[config.mk]
export PLATFORM = sky130hd
export DESIGN_NAME = generador_rampa_pwm
export DESIGN_NICKNAME = d
export VERILOG_FILES = /design/src/rtl/generador_rampa_pwm_pkg.sv /design/src/rtl/generador_rampa_pwm_contador_modulo.sv /design/src/rtl/generador_rampa_pwm.sv
export SDC_FILE = /design/constraint.sdc
export NUM_CORES = 1
export LEC_CHECK = 0
export CAP_MARGIN = 20
export CORE_UTILIZATION = 40
export CTS_BUF_LIST = sky130_fd_sc_hd__clkbuf_16
export DETAILED_ROUTE_END_ITERATION = 16
export HOLD_SLACK_MARGIN = 0.1
export MAX_ROUTING_LAYER = met4
export PLACE_DENSITY = 0.8
export SETUP_SLACK_MARGIN = 0.05
export SYNTH_ARGS = -nofsm -noshare
export SYNTH_HDL_FRONTEND = slang
export SYNTH_SLANG_ARGS = --single-unit
export TNS_END_PERCENT = 30
[constraint.sdc]
create_clock -name clk -period 1.5 [get_ports clk]
set_input_delay 0.15 -clock clk [delete_from_list [all_inputs] [get_ports clk]]
set_output_delay 0.15 -clock clk [all_outputs]
set_load 0.02 [all_outputs]
[src/rtl/generador_rampa_pwm_pkg.sv]
// Shared constants and control-state encoding for the PWM ramp generator,
// its comparator stage and the top level.
package pwm_pkg;

    localparam int unsigned PWM_WIDTH       = 10;
    localparam int unsigned PWM_TOP_DEFAULT = 1023;

    // Shadow register status: IDLE has nothing queued, PENDING waits for a wrap.
    typedef enum logic {
        CTRL_IDLE    = 1'b0,
        CTRL_PENDING = 1'b1
    } ctrl_state_t;

endpackage

[src/rtl/generador_rampa_pwm_contador_modulo.sv]
// Free-running modulo counter: counts 0..top and returns to 0.
// 'wrap' flags the current cycle as a wrap edge so the parent can act on the same edge.
module contador_modulo
    import pwm_pkg::*;
#(
    parameter int unsigned WIDTH = PWM_WIDTH
) (
    input  logic             clk,
    input  logic             reset,
    input  logic             enable,
    input  logic [WIDTH-1:0] top,
    output logic [WIDTH-1:0] count,
    output logic             wrap
);

    assign wrap = enable && (count == top);

    always_ff @(posedge clk) begin
        if (reset) begin
            count <= '0;
        end else if (wrap) begin
            count <= '0;
        end else if (enable) begin
            count <= count + WIDTH'(1);
        end
    end

endmodule

[src/rtl/generador_rampa_pwm.sv]
// PWM ramp generator: modulo counter plus double-buffered duty/period registers
// that only take new values at a period boundary.
module generador_rampa_pwm
    import pwm_pkg::*;
#(
    parameter int unsigned      WIDTH       = PWM_WIDTH,
    parameter logic [WIDTH-1:0] TOP_DEFAULT = WIDTH'(PWM_TOP_DEFAULT)
) (
    input  logic             clk,
    input  logic             reset,
    input  logic             enable,
    input  logic [WIDTH-1:0] duty_in,
    input  logic [WIDTH-1:0] top_in,
    input  logic             duty_load,
    output logic [WIDTH-1:0] count,
    output logic [WIDTH-1:0] duty_q,
    output logic [WIDTH-1:0] top_q,
    output logic             period_end,
    output logic             update_ack,
    output logic             pending
);

    logic [WIDTH-1:0] duty_shadow;
    logic [WIDTH-1:0] top_shadow;
    logic             wrap;
    ctrl_state_t      state;

    contador_modulo #(
        .WIDTH(WIDTH)
    ) u_contador (
        .clk    (clk),
        .reset  (reset),
        .enable (enable),
        .top    (top_q),
        .count  (count),
        .wrap   (wrap)
    );

    assign pending = (state == CTRL_PENDING);

    always_ff @(posedge clk) begin
        if (reset) begin
            duty_q      <= '0;
            top_q       <= TOP_DEFAULT;
            duty_shadow <= '0;
            top_shadow  <= '0;
            state       <= CTRL_IDLE;
            period_end  <= 1'b0;
            update_ack  <= 1'b0;
        end else begin
            period_end <= wrap;
            update_ack <= wrap && (state == CTRL_PENDING);

            if (wrap && (state == CTRL_PENDING)) begin
                duty_q <= duty_shadow;
                top_q  <= top_shadow;
                state  <= CTRL_IDLE;
            end

            // Placed after the commit: a load on a wrap edge commits the old
            // shadow and leaves the new value pending for the next wrap.
            if (duty_load) begin
                duty_shadow <= duty_in;
                top_shadow  <= top_in;
                state       <= CTRL_PENDING;
            end
        end
    end

endmodule
After elaboration in Yosys (flattened, before gate mapping)
Index checks and enable logic that the tools add are counted.
{"block": "op_classes", "add_sub_neg": 1, "n_eq_ne": 1, "mux": 2, "bitwise_logic": 0, "shift": 0, "n_div": 0, "n_lt_le_gt_ge": 0, "multipliers": 0, "n_reduce_logical": 4}
{"op": "$add 10x1->10 const B", "n": 1}
{"op": "$eq 10x10->1", "n": 1}
{"op": "$logic_and 1x1->1", "n": 2}
{"op": "$mux 1", "n": 2}
{"op": "$reduce_bool 2->1", "n": 1}
{"op": "$reduce_or 2->1", "n": 1}
{"block": "totals", "word_cells": 16, "romBits": 0, "register_bits": 53, "n_memories": 0, "latch_bits": 0, "inputBits": 24, "mem_bits_rw": 0}

Longest topological paths before layout
{"block": "logic_depth", "word_depth": 5, "depth_mapped": 6, "mapped_depth_nobuf": 5}

By module
Synthesis repeated with hierarchy kept, for this count alone.
{"block": "unflattened", "cells_unflattened": 216, "area_unflattened_um2": 2150.8}
{"mod": "generador_rampa_pwm", "area_each_um2": 1597.8, "seq_area_each_um2": 860.8, "n_inst": 1, "cells_per_inst": 154}
{"mod": "contador_modulo", "area_each_um2": 553.0, "seq_area_each_um2": 200.2, "n_inst": 1, "cells_per_inst": 62}

Worst setup path after synthesis
OpenSTA, ideal clock, no wires.
{"block": "synth_path", "path_kind": "register to register", "start": "register u_contador.count[6]", "end": "register duty_q[0]", "required_time_ns": 1.428, "n_path_buf": 1, "path_slack_ns": -0.134, "period_less_slack_ns": 1.634, "stages_incl_launch_ff": 6, "t_arrival_ns": 1.562, "setup_time_ns": 0.072, "path_cell_list": "dfxtp_1 > xnor2_1 > nand3_1 > nor4_4 > buf_6 > mux2i_1"}
{"block": "synth_between", "elab_chain_cells": 3}
{"item": "start: declaration", "line_no": "generador_rampa_pwm_contador_modulo.sv:12", "text": "output logic [WIDTH-1:0] count,"}
{"item": "start signal: assignment", "line_no": "generador_rampa_pwm_contador_modulo.sv:24", "text": "count <= count + WIDTH'(1);"}
{"item": "$eq 10x10->1", "line_no": "generador_rampa_pwm_contador_modulo.sv:16", "text": "assign wrap = enable && (count == top);"}
{"item": "$logic_and 1x1->1", "line_no": "generador_rampa_pwm_contador_modulo.sv:16"}
{"item": "$logic_and 1x1->1", "line_no": "generador_rampa_pwm.sv:54", "text": "if (wrap && (state == CTRL_PENDING)) begin"}
{"item": "end signal: assignment", "line_no": "generador_rampa_pwm.sv:55", "text": "duty_q <= duty_shadow;"}
{"item": "end: declaration", "line_no": "generador_rampa_pwm.sv:16", "text": "output logic [WIDTH-1:0] duty_q,"}
No other way between the ends.
A chain may end at the register's enable or synchronous reset.

Worst setup path after layout
{"block": "layout_path", "start": "register top_q[9]", "end": "register top_q[0]"}
{"block": "layout_between", "elab_chain_cells": 3}
{"item": "start: declaration", "line_no": "generador_rampa_pwm.sv:17", "text": "output logic [WIDTH-1:0] top_q,"}
{"item": "start signal: assignment", "line_no": "generador_rampa_pwm.sv:56", "text": "top_q <= top_shadow;"}
{"item": "$eq 10x10->1", "line_no": "generador_rampa_pwm_contador_modulo.sv:16"}
{"item": "$logic_and 1x1->1", "line_no": "generador_rampa_pwm_contador_modulo.sv:16"}
{"item": "$logic_and 1x1->1", "line_no": "generador_rampa_pwm.sv:54"}
No other way between the ends.

==> flow_summary_export.csv <==
group,metric,value,unit
timing,worst_pin_slew,344.5,ps
timing,hold_ws,456.3,ps
timing,fin_ws,-82.97,ps
timing,period_share,1.055,
synth,synthSimpleGateAreaFrac,0.1796,
clocking,cts.root.buffer_cell,"clkbuf_16",
global_route,grt_max_degree,35,
synth,synth-edff-count,0,
clocking,cts_tree,"built",
global_route,grtUsageMet1,0.2189,
synth,yosysMostFrequentCell,"nor2_1",
synth,ys_seq_area_frac,0.4835,
synth,syn-num-nets,249,
final_layout,area_delta_synth_final,48.29,%
synth,synth_top_family_by_area,"multiplexers",
critical_path,startpoint_type,"flop",
clocking,clockBufferDepth,2,
hold_path,hold_class,"reg -> reg",
detailed_routing,wl_per_cell,13.33,um
critical_path,worstPathRequired,1710,ps
die,rows,26,
synth,synth-compound-area-share,0.01368,
global_route,top_usage_layer,"met2",
power_and_ir_drop,power.total,2831,uW
synth,synth_common_cells,"55 x nor2_1, 53 x dfxtp_1, 41 x mux2i_1",
global_route,first_global_vias,1720,
critical_path,cp_data_arrival_time,1800,ps
detailed_routing,vias,1792,
timing,relSlewSlack,0.7686,
synth,ys_top_cells_by_area,"dfxtp_1 48%, mux2i_1 19%, nor2_1 9.4%, xnor2_1 5.2%, nand2_1 4.1%",
clocking,h-tree-depth,2,
critical_path,rrSetupSlack,-80,ps
clocking,cts.sinks,53,
synth,synthMuxAreaShare,0.1870,
synth,syn_inst,224,
place,dp_hpwl,3418,um
die,die_w,76.07,um
final_layout,multiInputGateArea,0.001114,mm2
detailed_routing,via_per_inst,4.791,
synth,yosys.area.top_type,"dfxtp_1",
synth,yosys_most_used_dff,"dfxtp_1",
die,start_util,0.4216,
synth,ys_warn_count,0,
synth,synthAdderAreaFrac,0.005701,
global_route,grt_overflow,0,
clocking,path_clk_slew,70,ps
final_layout,nets,328,
synth,async_reset_ff_frac,0,
timing,slew_violations,0,
final_layout,antennaDiodeCount,0,
die,ios,57,
detailed_routing,first_iter_violations,103,
critical_path,endpoint_kind,"flop",
power_and_ir_drop,ir_drop,0.0007596,V
synth,syn_area_per_cell,9.797,um2
final_layout,num-fill-cells,441,
critical_path,worstSetupPathType,"reg -> reg",
synth,synthDominantCellAreaShare,0.4835,
timing,fin_skew,2.208,ps
power_and_ir_drop,power.static_leakage,0.001349,uW
timing,rsz0062_at_grt,"true",
global_route,met2_usage,0.3027,
timing,fin_crit,1583,ps
synth,ys_ff_latch,53,
final_layout,drive_gt1_frac,0.2303,
clocking,holdBufCountCts,0,
detailed_routing,wirelength,4984,um
die,die_area,0.005787,mm2
detailed_routing,antenna_left,0,
timing,setup_tns,-1244,ps
synth,synthXorXnorAreaFrac,0.09122,
timing,finalHoldViolCount,0,
global_route,grt_use_met3,0.03713,
clocking,numCtsBuffers,5,
detailed_routing,drc_errors,0,
final_layout,seqCellArea,0.001100,mm2
die,coreArea,0.005205,mm2
synth,synth_area,0.002195,mm2
global_route,grt_pass1_wl,8238,um
die,die_h,76.07,um
place,gp_congestion,0.7999,
power_and_ir_drop,powerDensity,870.0,mW/mm2
global_route,antenna_found_initial,0,
timing,max_freq,0.6317,GHz
clocking,clock_latency,280,ps
synth,synth_cell_type_count,21,
global_route,grt_use_total,0.1818,
critical_path,worstPathMaxFanout,7,
outcome,status,"finished, violations left",
run,maxCapViolations,0,
timing,setup_viol,20,
outcome,violations,"negative setup slack",
detailed_routing,dr.pass1.iters,4,
place,portBuffers,56,
-- final timing paths --
kind / from / end / cells after the start
min reg2reg: duty_q[2] / duty_q[2] / 2
max reg2reg: top_q[9] / top_q[0] / 6
max: top_q[9] / top_q[0] / 6
min: duty_q[2] / duty_q[2] / 2
-- state kept, by name (all words and copies together), names as in the netlist --
signal / flops
top_q: 10
period_end: 1
duty_q: 10
top_shadow: 10
u_contador.count: 10
update_ack: 1
duty_shadow: 10
pending: 1
-- repair_timing --
action                     CTS  global route
gates cloned                 1             0
pin swaps                    5             4
setup buffers                1             1
gates resized for setup     27             3
setup endpoints to repair   39            32
-- layer usage --
layer	part of all wire	vias to the layer above
met5	0	-
met4	0.0074	0
met3	0.030	4
met2	0.51	36
met1	0.45	859
li1	-	893
-- logic make-up (layout without fill, tap and decap cells) --
group	after synthesis	after routing
compound gates	2	2
flops	53	53
mux	41	41
buf+inv	16	96
simple gates	92	92
xor+xnor	19	19
fa+ha+maj	1	1
-- report_power, final --
| part | internal (uW) | switching [uW] | total [uW] |
|---|---|---|---|
| logic | 145 | 122 | 267 |
| clock network | 613 | 488 | 1100 |
| registers | 1440 | 25.5 | 1460 |
-- per-stage QoR --
| step | setup slack, ps | std cells | utilization | area, um2 |
|---|---|---|---|---|
| final | -82.97 | 374 | 0.6252 | 3254 |
| after CTS | -48.86 | 373 | 0.6202 | 3228 |
| after global routing | -179.4 | 374 | 0.6252 | 3254 |
| after global placement | -183.5 | 363 | 0.5849 | 3044 |
| after detailed placement | -224.0 | 363 | 0.5849 | 3044 |
| after floorplan | 21.97 | 224 | - | 2247 |
-- area by class of cell --
cell class,instances,share of cell area
clock inverter,3,0.005383
timing repair buffer,86,0.2468
clock buffer,5,0.03845
multi-input combinational,155,0.3422
tap,70,0.02691
sequential,53,0.3379
inverter,2,0.002307
-- critical path, stage by stage (launching register included) --
cell and delay, ps:
dfxtp_4 350, xnor2_2 160, nand4_1 120, buf_6 150, nor4_4 320, buf_6 210
mux2i_1 190
-- placed cells by master (no fill, tap or decap) --
cell / n
a22o_1: 1
buf_12: 2
buf_4: 24
buf_6: 4
clkbuf_16: 5
clkdlybuf4s50_1: 38
clkinv_1: 1
clkinv_2: 1
clkinv_4: 1
dfxtp_1: 34
dfxtp_2: 13
dfxtp_4: 6
dlygate4sd2_1: 18
ha_1: 1
inv_1: 2
mux2i_1: 41
nand2_1: 24
nand3_2: 1
nand4_1: 6
nand4_4: 1
nor2_1: 55
nor3_1: 3
nor4_4: 1
o31ai_4: 1
or3_1: 1
xnor2_1: 6
xnor2_2: 9
xnor2_4: 1
xor2_1: 3
Power figures use the tool's default switching activity.
